===== src/rtl/conv_ctrl_defs_pkg.sv =====
// Shared definitions for the CNN processing-element control path:
// state encoding, state width and the default accumulator drain depth.
package conv_ctrl_defs_pkg;

   localparam int STATE_W          = 4;
   localparam int DEF_DRAIN_CYCLES = 2;

   typedef enum logic [STATE_W-1:0] {
      ST_IDLE     = 4'd0,
      ST_INIT     = 4'd1,
      ST_COMPUTE  = 4'd2,
      ST_DRAIN    = 4'd3,
      ST_EMIT     = 4'd4,
      ST_NEXT_FLT = 4'd5,
      ST_SLIDE    = 4'd6,
      ST_ROW_END  = 4'd7,
      ST_FINISH   = 4'd8
   } state_t;

endpackage


===== src/rtl/conv_sat_counter.sv =====
// Saturating up-counter with synchronous clear; clear has priority over count.
module conv_sat_counter #(
   parameter int W = 16
) (
   input  logic         clk,
   input  logic         rst,
   input  logic         clr,
   input  logic         en,
   output logic [W-1:0] count
);

   // Count enabled cycles, sticking at all-ones instead of wrapping.
   // NOTE: sequential state uses non-blocking assignment so every flop samples pre-edge values.
   always_ff @(posedge clk) begin
      if (rst || clr) begin
         count <= '0;
      end else if (en && (count != '1)) begin
         count <= count + W'(1);
      end
   end

endmodule


===== src/rtl/conv_pe_sequencer.sv =====
// Main control FSM for the CNN PE datapath: sequences per-element MACs,
// accumulator drain, per-filter write-out, window slides and row changes.
// Strobes are decoded combinationally from state and stall.
module conv_pe_sequencer
   import conv_ctrl_defs_pkg::*;
#(
   parameter int ROW_W        = 8,
   parameter int DRAIN_CYCLES = DEF_DRAIN_CYCLES,
   parameter int PERF_W       = 16
) (
   input  logic              clk,
   input  logic              rst,
   input  logic              start,
   input  logic [ROW_W-1:0]  num_rows,
   input  logic              elco,
   input  logic              wfco,
   input  logic              end_of_row,
   input  logic              stall,
   output logic              rst_cnt,
   output logic              ferst,
   output logic              feen,
   output logic              wfrst,
   output logic              wfen,
   output logic              lddc,
   output logic              dsen,
   output logic              sel_next,
   output logic              woen,
   output logic              ldreg,
   output logic              done,
   output logic              busy,
   output logic              finished,
   output logic [ROW_W-1:0]  rows_done,
   output logic [PERF_W-1:0] stall_cycles
);

   localparam int DCNT_W = (DRAIN_CYCLES > 1) ? $clog2(DRAIN_CYCLES) : 1;
   localparam logic [DCNT_W-1:0] DRAIN_LOAD = DCNT_W'(DRAIN_CYCLES - 1);

   state_t            state;
   logic [ROW_W-1:0]  num_rows_q;
   logic [ROW_W-1:0]  rows_done_q;
   logic [ROW_W-1:0]  rows_next;
   logic [DCNT_W-1:0] drain_cnt;

   assign rows_next = rows_done_q + ROW_W'(1);
   assign rows_done = rows_done_q;

   // State register, job parameters, row progress and drain countdown.
   always_ff @(posedge clk) begin
      if (rst) begin
         state       <= ST_IDLE;
         num_rows_q  <= '0;
         rows_done_q <= '0;
         drain_cnt   <= '0;
      end else begin
         case (state)
            ST_IDLE: begin
               if (start) begin
                  num_rows_q <= num_rows;
                  state      <= ST_INIT;
               end
            end
            ST_INIT: begin
               rows_done_q <= '0;
               state       <= (num_rows_q == '0) ? ST_FINISH : ST_COMPUTE;
            end
            ST_COMPUTE: begin
               // Stall wins over elco: the last element is not consumed until the datapath moves.
               if (!stall && elco) begin
                  drain_cnt <= DRAIN_LOAD;
                  state     <= ST_DRAIN;
               end
            end
            ST_DRAIN: begin
               if (!stall) begin
                  if (drain_cnt == '0) state <= ST_EMIT;
                  else                 drain_cnt <= drain_cnt - DCNT_W'(1);
               end
            end
            ST_EMIT: begin
               if (!stall) begin
                  if (!wfco)            state <= ST_NEXT_FLT;
                  else if (!end_of_row) state <= ST_SLIDE;
                  else                  state <= ST_ROW_END;
               end
            end
            ST_NEXT_FLT: state <= ST_COMPUTE;
            ST_SLIDE:    state <= ST_COMPUTE;
            ST_ROW_END: begin
               rows_done_q <= rows_next;
               state       <= (rows_next == num_rows_q) ? ST_FINISH : ST_COMPUTE;
            end
            ST_FINISH:   state <= ST_IDLE;
            default:     state <= ST_IDLE;
         endcase
      end
   end

   // Decode datapath strobes and handshake outputs from the current state.
   always_comb begin
      // NOTE: every output gets a default first so no path through the case infers a latch.
      rst_cnt  = 1'b0;
      ferst    = 1'b0;
      feen     = 1'b0;
      wfrst    = 1'b0;
      wfen     = 1'b0;
      lddc     = 1'b0;
      dsen     = 1'b0;
      sel_next = 1'b0;
      woen     = 1'b0;
      ldreg    = 1'b0;
      done     = 1'b0;
      finished = 1'b0;
      busy     = (state != ST_IDLE);
      case (state)
         ST_INIT: begin
            rst_cnt = 1'b1;
            ferst   = 1'b1;
            wfrst   = 1'b1;
            lddc    = 1'b1;
         end
         ST_COMPUTE: begin
            feen  = !stall;
            ldreg = !stall;
         end
         ST_DRAIN:    ldreg = !stall;
         ST_EMIT:     done  = !stall;
         ST_NEXT_FLT: begin
            wfen  = 1'b1;
            ferst = 1'b1;
            lddc  = 1'b1;
         end
         ST_SLIDE: begin
            dsen  = 1'b1;
            ferst = 1'b1;
            wfrst = 1'b1;
         end
         ST_ROW_END: begin
            woen     = 1'b1;
            sel_next = 1'b1;
            ferst    = 1'b1;
            wfrst    = 1'b1;
            lddc     = 1'b1;
         end
         ST_FINISH:   finished = 1'b1;
         default: ;
      endcase
   end

   // Stalled-cycle performance counter, restarted at the beginning of each job.
   conv_sat_counter #(
      .W (PERF_W)
   ) u_stall_cnt (
      .clk   (clk),
      .rst   (rst),
      .clr   (state == ST_INIT),
      .en    (busy && stall),
      .count (stall_cycles)
   );

endmodule

===== config.mk =====
export PLATFORM = sky130hd
export DESIGN_NAME = conv_pe_sequencer
export DESIGN_NICKNAME = d
export VERILOG_FILES = /design/src/rtl/conv_ctrl_defs_pkg.sv /design/src/rtl/conv_sat_counter.sv /design/src/rtl/conv_pe_sequencer.sv
export SDC_FILE = /design/constraint.sdc
export NUM_CORES = 1
export LEC_CHECK = 0
export CORE_ASPECT_RATIO = 0.5
export CORE_MARGIN = 2
export CORE_UTILIZATION = 35
export DETAILED_ROUTE_END_ITERATION = 6
export PLACE_DENSITY = 0.59
export SETUP_SLACK_MARGIN = 0.15
export SLEW_MARGIN = 0
export SYNTH_ARGS = -nofsm -noshare
export SYNTH_HDL_FRONTEND = slang
export SYNTH_SLANG_ARGS = --single-unit

===== constraint.sdc =====
create_clock -name clk -period 2.75 [get_ports clk]
set_input_delay 0.55 -clock clk [delete_from_list [all_inputs] [get_ports clk]]
set_output_delay 0.55 -clock clk [all_outputs]
set_load 0.1 [all_outputs]

==> impl_metrics.csv <==
group,metric,value,unit
yosys,ys_types,54,
final_layout,nNetsFinal,322,
die,die-height,59.1,um
clock_tree,numClockSinks,37,
timing,period_share,0.897,
placed_design,dp_hpwl,3820,um
placed_design,place.gp.congestion,0.835,
yosys,synth_commonest_cells,"dfxtp_1 (37), nor2_1 (33), a21oi_1 (21)",
drt,wl_per_cell,13.6,um
clock_tree,cts.path.max_buffers,2,
power_and_ir_drop,power_frac_seq,0.259,
yosys,synth_ff_type,"dfxtp_1",
drt,ant_nets,0,
yosys,syn-num-nets,270,
yosys,synth_area,2120,sq um
critical_path,cp-start-kind,"flip-flop",
timing,fin_skew,2.50,ps
timing,hold_violations,0,
clock_tree,clk_pin_slew,50,ps
yosys,synth-edff-count,0,
final_layout,layout-drive-gt1-share,0.259,
outcome,status,"finished clean",
drt,wl,5160,um
timing,drv_slew,0,
timing,tightest_slew,589,ps
drt,via_per_inst,5.31,
final_layout,instances_no_fill,378,
die,initial_utilization,0.375,
timing,max_slew_margin,0.605,
yosys,yosysWarnings,0,
die,ios,52,
hold_path,hold-path-cell-count,2,
yosys,yosysTopAreaCell,"dfxtp_1",
critical_path,r2r_slack,560,ps
die,die_area,6750,sq um
job,drv_cap,0,
critical_path,r2r-start,"rows_done[0]$_SDFFE_PP0P_",
clock_tree,cts_tree,"yes",
critical_path,crit_fanout,16,
placed_design,dp_slack,365,ps
critical_path,reg2regPathDepth,6,
yosys,syn_area_per_cell,8.40,sq um
global_route,grt_max_degree,25,
hold_path,hold_start,"drain_cnt$_SDFFE_PP0P_",
power_and_ir_drop,p_clk_frac,0.228,
yosys,synthCells,253,
hold_path,hp-class,"reg2reg",
power_and_ir_drop,p_sw,1.08,mW
timing,setup_viol,0,
hold_path,holdPathEnd,"drain_cnt$_SDFFE_PP0P_",
yosys,synth_seq_area_share,0.349,
yosys,synth.most_common_cell,"dfxtp_1",
clock_tree,ctsHtreeMaxLevel,2,
die,core_area,5660,sq um
yosys,synth-seq-cells,37,
yosys,yosysTopAreaCellShare,0.349,
final_layout,area_delta_synth_final,39.3,%
critical_path,worstPathRequired,2200,ps
global_route,grt_pass1_wl,8710,um
clock_tree,numCtsBuffers,5,
drt,drc_errors,0,
power_and_ir_drop,netSwitchingFraction,0.440,
yosys,synth_area_leaders,"dfxtp_1 (35%), xnor2_1 (6.2%), nor2_1 (5.8%), a21oi_1 (4.9%), mux2i_1 (4.2%)",
global_route,grt_usage,0.163,
die,die_w,114,um
die,rows,19,
clock_tree,hold_buffers,0,
global_route,antenna_found_initial,0,
drt,first_iter_violations,109,
power_and_ir_drop,cell_internal_pwr,1.38,mW
timing,post-route-min-period,2470,ps
placed_design,placed_area,2780,sq um
final_layout,fin_util,0.523,
timing,fmax,406,MHz
critical_path,cp-end-kind,"output port",
clock_tree,clk_latency,280,ps
timing,rsz0062_at_grt,"no",
drt,vias,2008,
final_layout,finalInstanceArea,2960,sq um
timing,hold_slack,517,ps
power_and_ir_drop,leakage,1.17,nW
power_and_ir_drop,max-vdd-ir-drop,0.491,mV
critical_path,crit_type,"reg2out",
final_layout,antenna_cells,0,
clock_tree,cts_root_buffer,"clkbuf_16",
power_and_ir_drop,combinationalPowerShare,0.514,
placed_design,port_buffers,51,
drt,firstDrtPassIters,4,
timing,setup_ws,284,ps
global_route,grt_pass1_vias,1820,
power_and_ir_drop,power_density,831,nW/um^2
critical_path,reg2reg_to,"state[1]$_SDFFE_PP0P_",
yosys,synth-async-reset-ratio,0,
critical_path,arrival,1920,ps
global_route,grt_overflow,0,
placed_design,dpl.cell_count,367,
-- area by class of cell --
type	count	area [sq um]
fill	546	2700
tap	73	91.3
multi-input combinational	195	1330
clock buffer	7	143
timing repair buffer	61	631
inverter	5	22.5
sequential	37	744
-- state kept, by name, summed over array words and instances, names as in the netlist --
signal / count
u_stall_cnt.count: 16
num_rows_q: 8
rows_done: 8
state: 4
drain_cnt: 1
-- metal layers --
metal	track usage	routed length (um)	vias up
met2	0.257	2420	33
li1	-	-	1022
met4	0.0418	34	0
met5	0	0	-
met3	0.0429	176	5
met1	0.224	2520	948
-- worst max path at each step --
stage,from,to,depth (start not counted)
after global routing,state[1]$_SDFFE_PP0P_,ferst,6
final,state[1]$_SDFFE_PP0P_,ferst,6
after floorplan,state[1]$_SDFFE_PP0P_,ferst,5
after global placement,stall,u_stall_cnt.count[7]$_SDFFE_PP0P_,6
after detailed placement,state[3]$_SDFFE_PP0P_,ferst,7
after CTS,state[3]$_SDFFE_PP0P_,ferst,7
-- logic make-up after synthesis --
kind of cell | after synthesis | share of synthesized area
XOR/XNOR | 19 | 0.0783
multiplexers | 9 | 0.0424
buffers and inverters | 21 | 0.0624
adder cells (fa/ha/maj) | 2 | 0.0118
flip-flops | 37 | 0.349
AO/OA/AOI/OAI | 56 | 0.167
AND/OR/NAND/NOR | 109 | 0.289
-- metrics by stage --
step,total power [mW],setup TNS (ps)
global route,2.58,0
global placement,1.90,0
floorplan,1.57,-750
finish,2.46,0
CTS,2.48,0
detailed placement,1.91,0
-- what timing repair did --
action                     in CTS  in global routing
pin swaps                       1                  0
setup buffers                   1                  3
resized for setup               1                  1
setup endpoints to repair       1                  1
-- critical path, stage by stage (launching register included) --
cell and delay (ps):
dfxtp_1 310, buf_4 200, nor4b_4 590, nor2_4 90, o21ai_4 100, nand2b_4 160, buf_12 170
-- placed cells by master, fill, tap and decap left out, types with 3 or more instances in the layout --
cell type        count
buf_4               36
dfxtp_1             34
nor2_1              32
a21oi_1             21
xnor2_1             15
nand2_1             14
clkdlybuf4s50_1     14
buf_12              11
o21ai_0             10
mux2i_1              9
or3_1                8
a211oi_1             7
nand3_1              6
nor3_1               5
nand4_1              5
clkbuf_16            5
inv_1                4
and3_1               4
xor2_1               4
nor4_1               3
nor3b_1              3
a21o_1               3
and4_1               3
dfxtp_2              3
-- power groups by stage --
stage	sequential (mW)	combinational, mW	clock [mW]
final	0.636	1.26	0.559
after global routing	0.644	1.34	0.596
after CTS	0.637	1.27	0.573
after detailed placement	0.648	1.26	0
after global placement	0.647	1.25	0
after floorplan	0.682	0.893	0
Note: power is estimated with default switching activity, not from simulation.
